--- config.mk ---
export PLATFORM = sky130hd
export DESIGN_NAME = armleocpu_tlb_assoc_flat
export DESIGN_NICKNAME = d
export VERILOG_FILES = /design/src/rtl/armleocpu_tlb_assoc_if.sv /design/src/rtl/armleocpu_tlb_assoc.sv /design/src/flat_wrapper.sv
export SDC_FILE = /design/constraint.sdc
export NUM_CORES = 2
export LEC_CHECK = 0
export ABC_CLOCK_PERIOD_IN_PS = 8400
export BUFFER_PORTS_ARGS = -buffer_cell sky130_fd_sc_hd__buf_2
export CAP_MARGIN = 5
export CORE_ASPECT_RATIO = 1.2
export CORE_UTILIZATION = 37
export CTS_BUF_LIST = sky130_fd_sc_hd__clkbuf_4
export CTS_CLUSTER_DIAMETER = 30
export DETAILED_ROUTE_END_ITERATION = 7
export GPL_ROUTABILITY_DRIVEN = 0
export PLACE_DENSITY = 0.53
export SETUP_SLACK_MARGIN = 0.15
export SYNTH_ARGS = -nofsm -noshare
export SYNTH_HDL_FRONTEND = slang
export SYNTH_SLANG_ARGS = --single-unit
--- constraint.sdc ---
create_clock -name clk -period 8.4 [get_ports clk]
set_input_delay 0.84 -clock clk [delete_from_list [all_inputs] [get_ports clk]]
set_output_delay 0.84 -clock clk [all_outputs]
set_load 0.02 [all_outputs]
--- src/rtl/armleocpu_tlb_assoc_if.sv ---
// Command/response bundle between the page-table walker / fetch / LSU and the TLB.
// ASID signals and the ASID_W parameter exist only when ARMLEOCPU_TLB_ASID_EN is defined.
interface armleocpu_tlb_assoc_if #(
  parameter int unsigned ENTRIES_W = 4
`ifdef ARMLEOCPU_TLB_ASID_EN
  , parameter int unsigned ASID_W = 9
`endif
);
  logic [1:0]           command;
  logic                 invalidate_all;
  logic [ENTRIES_W-1:0] invalidate_set_index;
  logic [19:0]          virtual_address;
  logic [19:0]          virtual_address_w;
  logic [7:0]           accesstag_w;
  logic [21:0]          phys_w;
`ifdef ARMLEOCPU_TLB_ASID_EN
  logic [ASID_W-1:0]    asid;
  logic [ASID_W-1:0]    asid_w;
`endif
  logic                 busy;
  logic                 hit;
  logic [7:0]           accesstag_r;
  logic [21:0]          phys_r;

  modport master (
    output command, invalidate_all, invalidate_set_index, virtual_address, virtual_address_w,
    output accesstag_w, phys_w,
`ifdef ARMLEOCPU_TLB_ASID_EN
    output asid, asid_w,
`endif
    input  busy, hit, accesstag_r, phys_r
  );

  modport slave (
    input  command, invalidate_all, invalidate_set_index, virtual_address, virtual_address_w,
    input  accesstag_w, phys_w,
`ifdef ARMLEOCPU_TLB_ASID_EN
    input  asid, asid_w,
`endif
    output busy, hit, accesstag_r, phys_r
  );
endinterface

--- src/rtl/armleocpu_tlb_assoc.sv ---
// Set-associative TLB with per-set round-robin replacement and a multi-cycle flush-all FSM.
// Optional ASID tagging is enabled by defining ARMLEOCPU_TLB_ASID_EN.
module armleocpu_tlb_assoc #(
  parameter int unsigned ENTRIES_W = 4,
  parameter int unsigned WAYS_W    = 1
`ifdef ARMLEOCPU_TLB_ASID_EN
  , parameter int unsigned ASID_W  = 9
`endif
) (
  input logic                  clk,
  input logic                  rst_n,
  armleocpu_tlb_assoc_if.slave tlb_io
);

  localparam int unsigned Sets = 1 << ENTRIES_W;
  localparam int unsigned Ways = 1 << WAYS_W;
  localparam int unsigned RrW  = (WAYS_W > 0) ? WAYS_W : 1;
  localparam int unsigned TagW = 20 - ENTRIES_W;

  localparam logic [1:0] CmdNone       = 2'b00;
  localparam logic [1:0] CmdResolve    = 2'b01;
  localparam logic [1:0] CmdWrite      = 2'b10;
  localparam logic [1:0] CmdInvalidate = 2'b11;

  typedef enum logic [0:0] {StIdle, StFlush} state_e;

  state_e                    state_q, state_d;
  logic [ENTRIES_W-1:0]      flush_idx_q, flush_idx_d;
  logic [Sets-1:0][Ways-1:0] valid_q, valid_d;
  logic [Sets-1:0][RrW-1:0]  rr_q, rr_d;
  logic                      hit_q, hit_d;
  logic [7:0]                acc_q, acc_d;
  logic [21:0]               phys_q, phys_d;

  logic [TagW-1:0] tag_mem  [Sets][Ways];
  logic [7:0]      acc_mem  [Sets][Ways];
  logic [21:0]     phys_mem [Sets][Ways];
`ifdef ARMLEOCPU_TLB_ASID_EN
  logic [ASID_W-1:0] asid_mem [Sets][Ways];
`endif

  // Resolve lookup
  logic [ENTRIES_W-1:0] rd_set;
  logic [TagW-1:0]      rd_tag;
  logic                 rd_hit;
  logic [7:0]           rd_acc;
  logic [21:0]          rd_phys;

  assign rd_set = tlb_io.virtual_address[ENTRIES_W-1:0];
  assign rd_tag = tlb_io.virtual_address[19:ENTRIES_W];

  always_comb begin
    rd_hit  = 1'b0;
    rd_acc  = '0;
    rd_phys = '0;
    for (int unsigned w = 0; w < Ways; w++) begin
      if (valid_q[rd_set][w] && (tag_mem[rd_set][w] == rd_tag)
`ifdef ARMLEOCPU_TLB_ASID_EN
          && ((asid_mem[rd_set][w] == tlb_io.asid) || acc_mem[rd_set][w][5])
`endif
          ) begin
        rd_hit  = 1'b1;
        rd_acc  = acc_mem[rd_set][w];
        rd_phys = phys_mem[rd_set][w];
      end
    end
  end

  // Write way selection: existing match, else lowest invalid way, else round-robin victim
  logic [ENTRIES_W-1:0] wr_set;
  logic [TagW-1:0]      wr_tag;
  logic                 wr_match, wr_free, wr_en;
  logic [RrW-1:0]       wr_match_way, wr_free_way, wr_way, rr_inc;

  assign wr_set = tlb_io.virtual_address_w[ENTRIES_W-1:0];
  assign wr_tag = tlb_io.virtual_address_w[19:ENTRIES_W];

  always_comb begin
    wr_match     = 1'b0;
    wr_match_way = '0;
    wr_free      = 1'b0;
    wr_free_way  = '0;
    for (int unsigned w = 0; w < Ways; w++) begin
      if (valid_q[wr_set][w] && (tag_mem[wr_set][w] == wr_tag)
`ifdef ARMLEOCPU_TLB_ASID_EN
          && (asid_mem[wr_set][w] == tlb_io.asid_w)
`endif
          ) begin
        wr_match     = 1'b1;
        wr_match_way = RrW'(w);
      end
      if (!wr_free && !valid_q[wr_set][w]) begin
        wr_free     = 1'b1;
        wr_free_way = RrW'(w);
      end
    end
  end

  assign wr_way = wr_match ? wr_match_way : (wr_free ? wr_free_way : rr_q[wr_set]);
  assign rr_inc = RrW'((32'(rr_q[wr_set]) + 32'd1) % Ways);

  always_comb begin
    state_d     = state_q;
    flush_idx_d = flush_idx_q;
    valid_d     = valid_q;
    rr_d        = rr_q;
    hit_d       = hit_q;
    acc_d       = acc_q;
    phys_d      = phys_q;
    wr_en       = 1'b0;
    case (state_q)
      StIdle: begin
        case (tlb_io.command)
          CmdNone: ;
          CmdResolve: begin
            hit_d  = rd_hit;
            acc_d  = rd_acc;
            phys_d = rd_phys;
          end
          CmdWrite: begin
            wr_en                   = 1'b1;
            valid_d[wr_set][wr_way] = 1'b1;
            if (!wr_match && !wr_free) begin
              rr_d[wr_set] = rr_inc;
            end
          end
          CmdInvalidate: begin
            if (tlb_io.invalidate_all) begin
              state_d     = StFlush;
              flush_idx_d = '0;
              hit_d       = 1'b0;
              acc_d       = '0;
              phys_d      = '0;
            end else begin
              valid_d[tlb_io.invalidate_set_index] = '0;
            end
          end
        endcase
      end
      StFlush: begin
        valid_d[flush_idx_q] = '0;
        flush_idx_d          = flush_idx_q + 1'b1;
        if (&flush_idx_q) begin
          state_d = StIdle;
          rr_d    = '0;
        end
      end
      default: state_d = StIdle;
    endcase
  end

  always_ff @(posedge clk or negedge rst_n) begin
    if (!rst_n) begin
      state_q     <= StIdle;
      flush_idx_q <= '0;
      valid_q     <= '0;
      rr_q        <= '0;
      hit_q       <= 1'b0;
      acc_q       <= '0;
      phys_q      <= '0;
    end else begin
      state_q     <= state_d;
      flush_idx_q <= flush_idx_d;
      valid_q     <= valid_d;
      rr_q        <= rr_d;
      hit_q       <= hit_d;
      acc_q       <= acc_d;
      phys_q      <= phys_d;
    end
  end

  // Payload arrays are qualified by valid bits, so they carry no reset
  always_ff @(posedge clk) begin
    if (wr_en) begin
      tag_mem[wr_set][wr_way]  <= wr_tag;
      acc_mem[wr_set][wr_way]  <= tlb_io.accesstag_w;
      phys_mem[wr_set][wr_way] <= tlb_io.phys_w;
`ifdef ARMLEOCPU_TLB_ASID_EN
      asid_mem[wr_set][wr_way] <= tlb_io.asid_w;
`endif
    end
  end

  assign tlb_io.busy        = (state_q == StFlush);
  assign tlb_io.hit         = hit_q;
  assign tlb_io.accesstag_r = acc_q;
  assign tlb_io.phys_r      = phys_q;

endmodule

--- src/flat_wrapper.sv ---
// flat-port wrapper written by rule: the top's interface ports become plain ports
module armleocpu_tlb_assoc_flat 
#(
  parameter int unsigned ENTRIES_W = 4,
  parameter int unsigned WAYS_W    = 1

)
  (clk, rst_n, tlb_io_command, tlb_io_invalidate_all, tlb_io_invalidate_set_index, tlb_io_virtual_address, tlb_io_virtual_address_w, tlb_io_accesstag_w, tlb_io_phys_w, tlb_io_busy, tlb_io_hit, tlb_io_accesstag_r, tlb_io_phys_r);
  armleocpu_tlb_assoc_if #(.ENTRIES_W(ENTRIES_W)) tlb_io_i ();
  input logic clk;
  input logic rst_n;
  input wire logic [$bits(tlb_io_i.command)-1:0] tlb_io_command;
  input wire logic [$bits(tlb_io_i.invalidate_all)-1:0] tlb_io_invalidate_all;
  input wire logic [$bits(tlb_io_i.invalidate_set_index)-1:0] tlb_io_invalidate_set_index;
  input wire logic [$bits(tlb_io_i.virtual_address)-1:0] tlb_io_virtual_address;
  input wire logic [$bits(tlb_io_i.virtual_address_w)-1:0] tlb_io_virtual_address_w;
  input wire logic [$bits(tlb_io_i.accesstag_w)-1:0] tlb_io_accesstag_w;
  input wire logic [$bits(tlb_io_i.phys_w)-1:0] tlb_io_phys_w;
  output wire logic [$bits(tlb_io_i.busy)-1:0] tlb_io_busy;
  output wire logic [$bits(tlb_io_i.hit)-1:0] tlb_io_hit;
  output wire logic [$bits(tlb_io_i.accesstag_r)-1:0] tlb_io_accesstag_r;
  output wire logic [$bits(tlb_io_i.phys_r)-1:0] tlb_io_phys_r;
  assign tlb_io_i.command = tlb_io_command;
  assign tlb_io_i.invalidate_all = tlb_io_invalidate_all;
  assign tlb_io_i.invalidate_set_index = tlb_io_invalidate_set_index;
  assign tlb_io_i.virtual_address = tlb_io_virtual_address;
  assign tlb_io_i.virtual_address_w = tlb_io_virtual_address_w;
  assign tlb_io_i.accesstag_w = tlb_io_accesstag_w;
  assign tlb_io_i.phys_w = tlb_io_phys_w;
  assign tlb_io_busy = tlb_io_i.busy;
  assign tlb_io_hit = tlb_io_i.hit;
  assign tlb_io_accesstag_r = tlb_io_i.accesstag_r;
  assign tlb_io_phys_r = tlb_io_i.phys_r;
  armleocpu_tlb_assoc #(.ENTRIES_W(ENTRIES_W), .WAYS_W(WAYS_W)) u_core (.clk(clk), .rst_n(rst_n), .tlb_io(tlb_io_i));
endmodule
==> key figures <==
Clock network
  • CTS tree: built
  • H-tree depth: 5
  • CTS Root Cell: clkbuf_4
  • PostCTS Resize Cnt: 0
  • Clk slew on worst S/H paths: 0.07 ns
  • Inserted Clock Buffers: 411
  • Post-CTS setup buffers: 0
  • # clock sinks: 1556
  • Post-CTS Hold Buffers: 59
  • Worst-Skew Late Latency: 1.33 ns
  • Clk buf depth: 4

Timing
  • Slew margin rel.: 0.1425
  • Setup WS post-layout: 2.953 ns
  • Fmax: 183.6 MHz
  • Setup_tns: 0 ns
  • Min Tclk post-route: 5.447 ns
  • RSZ-0062 raised after global routing: no
  • Fin. max-slew vios: 0
  • Fin. Hold Viols: 0
  • Final Skew: 0.1231 ns
  • Final setup fails: 0
  • Worst Tran Pin Value: 1.286 ns
  • Period utilisation layout: 0.6484

Critical path
  • Top delay family on crit path: compound AO/OA/AOI/OAI gates
  • Crit path arrival time: 6.33 ns
  • Required time of the critical path: 9.29 ns
  • Worst setup path category: reg2reg
  • Crit path max-delay cell type: nor2_4
  • WP buf/inv: 2
  • Largest fanout on the critical path: 24
  • CP endpoint kind: flop
  • Crit-path cells: mux4_2 > nor2b_1 > a211oi_1 > o21ai_0 > a2111oi_0 > nand3_1 > o22ai_4 > nand2_1 > buf_4 > nor2_4 > buf_4
  • Crit-path most repeated cell: buf_4
  • Critical path launch point type: flop
  • R2R depth: 11
  • Reg2Reg Setup Slack: 2.95 ns
  • CP max stage delay: 0.78 ns
  • Crit. path cell count: 11

Flow run
  • Max Cap Viol: 0

Power and ir drop
  • Sw frac: 0.2388
  • Maximum vdd drop: 0.09314 mV
  • P_sw: 0.003907 W
  • Seq pwr share: 0.528
  • Gate power share: 0.080
  • Int Power: 0.01245 W
  • Cell Pwr Density: 219.6 nW/um^2
  • Total power: 0.01636 W
  • LEAKAGE: 24.21 nW
  • Clock power frac: 0.391

Detailed routing
  • First-pass detailed-route iteration total: 6
  • Routed WL: 186.7 mm
  • Vias: 34970
  • DRC Markers: 0
  • Via/cell ratio: 5.727
  • Wire per inst: 30.58 um
  • ANT nets after route: 0
  • DR iter-0 viols: 3198

Floorplan
  • I/O pins: 111
  • Die Footprint: 178000 sq um
  • Core area: 174900 sq um
  • Die Wd: 385.3 um
  • # rows: 168
  • Starting Density: 0.3730
  • Die Y: 462.0 um

Global route
  • GR Util All Layers: 0.2113
  • Total grt overflow: 0
  • First-pass GRT wire length: 267.1 mm
  • Most used routing layer: met2
  • Met3 Usage GRT: 0.04463
  • Initial antenna violation count: 13
  • Vias in the first global route: 37030
  • Met1 global-route usage: 0.2749
  • Largest net degree at the start of global routing: 92
  • M2 GR Usage: 0.3528

Yosys
  • Yosys warnings: 0
  • Synth top area cells: edfxtp_1, mux4_2, dfrtp_1, mux2i_1, xnor2_1
  • Most frequent cells after synthesis: edfxtp_1, mux4_2, nand2_1, clkbuf_1, mux2i_1
  • EDFF count, synth: 1472
  • Synth Instances: 3038
  • Syn_nets: 3121
  • Seq/Total Area, Yosys: 0.7098
  • Post-synth top flop: edfxtp_1
  • Mean post-synth cell area: 21.47 sq um
  • Post-synth ARST share: 0.05398
  • Syn Std Cell Area: 65240 sq um
  • Yosys reg bits: 1556
  • Netlist cell types: 67
  • Leading area contributor after synthesis: edfxtp_1
  • Cell with the most instances after synthesis: edfxtp_1
  • Area share of the largest cell type after synthesis: 0.6775

Finish
  • Fin util: 0.4260
  • Layout cells sized above 1: 0.3834
  • Area growth, synth to finish: 14.20%
  • Final Instance Area: 74500 sq um
  • Final #Nets: 3593
  • # fillers: 15310
  • Multi-input logic area: 18140 sq um
  • Register area: 46300 sq um

Worst hold path
  • Hold WC Path Type: in2reg
  • Hold Path Depth: 1

Placement
  • Pre-CTS setup slack: 1.849 ns
  • Dpl hpwl: 104.6 mm
  • PortBufs: 110
  • Placement Cell Area: 68870 sq um

Status
  • Status: finished, final reports clean
-- routing by layer --
layer,vias to the layer above,share of wire
li1,14210,-
met1,18980,0.41
met2,1491,0.51
met3,285,0.060
met4,8,0.023
met5,-,0.00028
-- worst paths after layout --
path                                                 startpoint                                       end
worst max-delay path            u_core.tag_mem[14][5]$_DFFE_PP_           u_core.phys_mem[6][7]$_DFFE_PP_
worst min-delay path               tlb_io_virtual_address_w[11]            u_core.tag_mem[8][7]$_DFFE_PP_
worst max register to register  u_core.tag_mem[14][5]$_DFFE_PP_           u_core.phys_mem[6][7]$_DFFE_PP_
worst min register to register   u_core.valid_q[21]$_DFFE_PN0P_            u_core.valid_q[21]$_DFFE_PN0P_
max in group asynchronous                                 rst_n  u_core.tlb_io.accesstag_r[5]$_DFFE_PN0P_
min in group asynchronous                                 rst_n                u_core.rr_q[7]$_DFFE_PN0P_
-- kinds of logic (layout without fill, tap and decap cells) --
family / after synthesis / after routing / share of synthesized area
compound gates: 207 / 207 / 0.02275
xor+xnor: 68 / 68 / 0.009129
fa+ha+maj: 4 / 4 / 0.0007672
buf+inv: 218 / 980 / 0.01596
flops: 1556 / 1556 / 0.7098
mux: 691 / 691 / 0.2202
other cells: 0 / 11 / 0
simple gates: 294 / 294 / 0.02148
-- cells in the final DEF, fill, tap and decap left out, types with 12 or more instances in the layout --
cell type and n:
dfrtp_1 84, edfxtp_1 1472, a22oi_1 12, o21ai_0 38
mux2i_1 88, nor2_4 27, buf_2 102, clkinv_1 95
nor2b_1 15, nand2_1 91, a32oi_1 33, dlygate4sd3_1 59
nand2b_1 12, inv_1 24, nor2_1 41, xor2_1 20
buf_12 18, clkbuf_4 572, a211oi_1 12, nand4_1 14
nand3_1 53, a21oi_1 33, clkinv_2 24, xnor2_1 48
mux4_2 589, buf_4 66, a31oi_1 16
-- layout make-up --
cell class                 count  share of cell area
timing repair buffer         252             0.02751
sequential                  1556              0.6215
antenna                       11           0.0003695
clock buffer                 572             0.05764
clock inverter               131            0.009623
inverter                      25            0.001260
tap                         2295             0.03854
multi-input combinational   1264              0.2435
-- state kept, by name, summed over array words and instances, names as in the netlist --
name,count
u_core.tlb_io.phys_r,22
u_core.tag_mem,512
u_core.rr_q,16
u_core.tlb_io.hit,1
u_core.flush_idx_q,4
u_core.tlb_io.busy,1
u_core.acc_mem,256
u_core.tlb_io.accesstag_r,8
u_core.valid_q,32
u_core.phys_mem,704
-- power by group through the flow --
stage               Sequential (W)  Clock (W)  Combinational, W
global placement           0.00880          0           0.00127
finish                     0.00864    0.00640           0.00132
detailed placement         0.00881          0           0.00129
CTS                        0.00864    0.00660           0.00132
floorplan                  0.00879          0          0.000825
global route               0.00865    0.00696           0.00140
-- per-stage QoR --
stage	instances	hold slack, ns
after floorplan	3038	0.4588
after global placement	5333	0.4821
after detailed placement	5333	0.4988
after CTS	6095	0.01719
after global routing	6103	0.08207
final	6106	0.2288
Note: power is estimated with default switching activity, not from simulation.
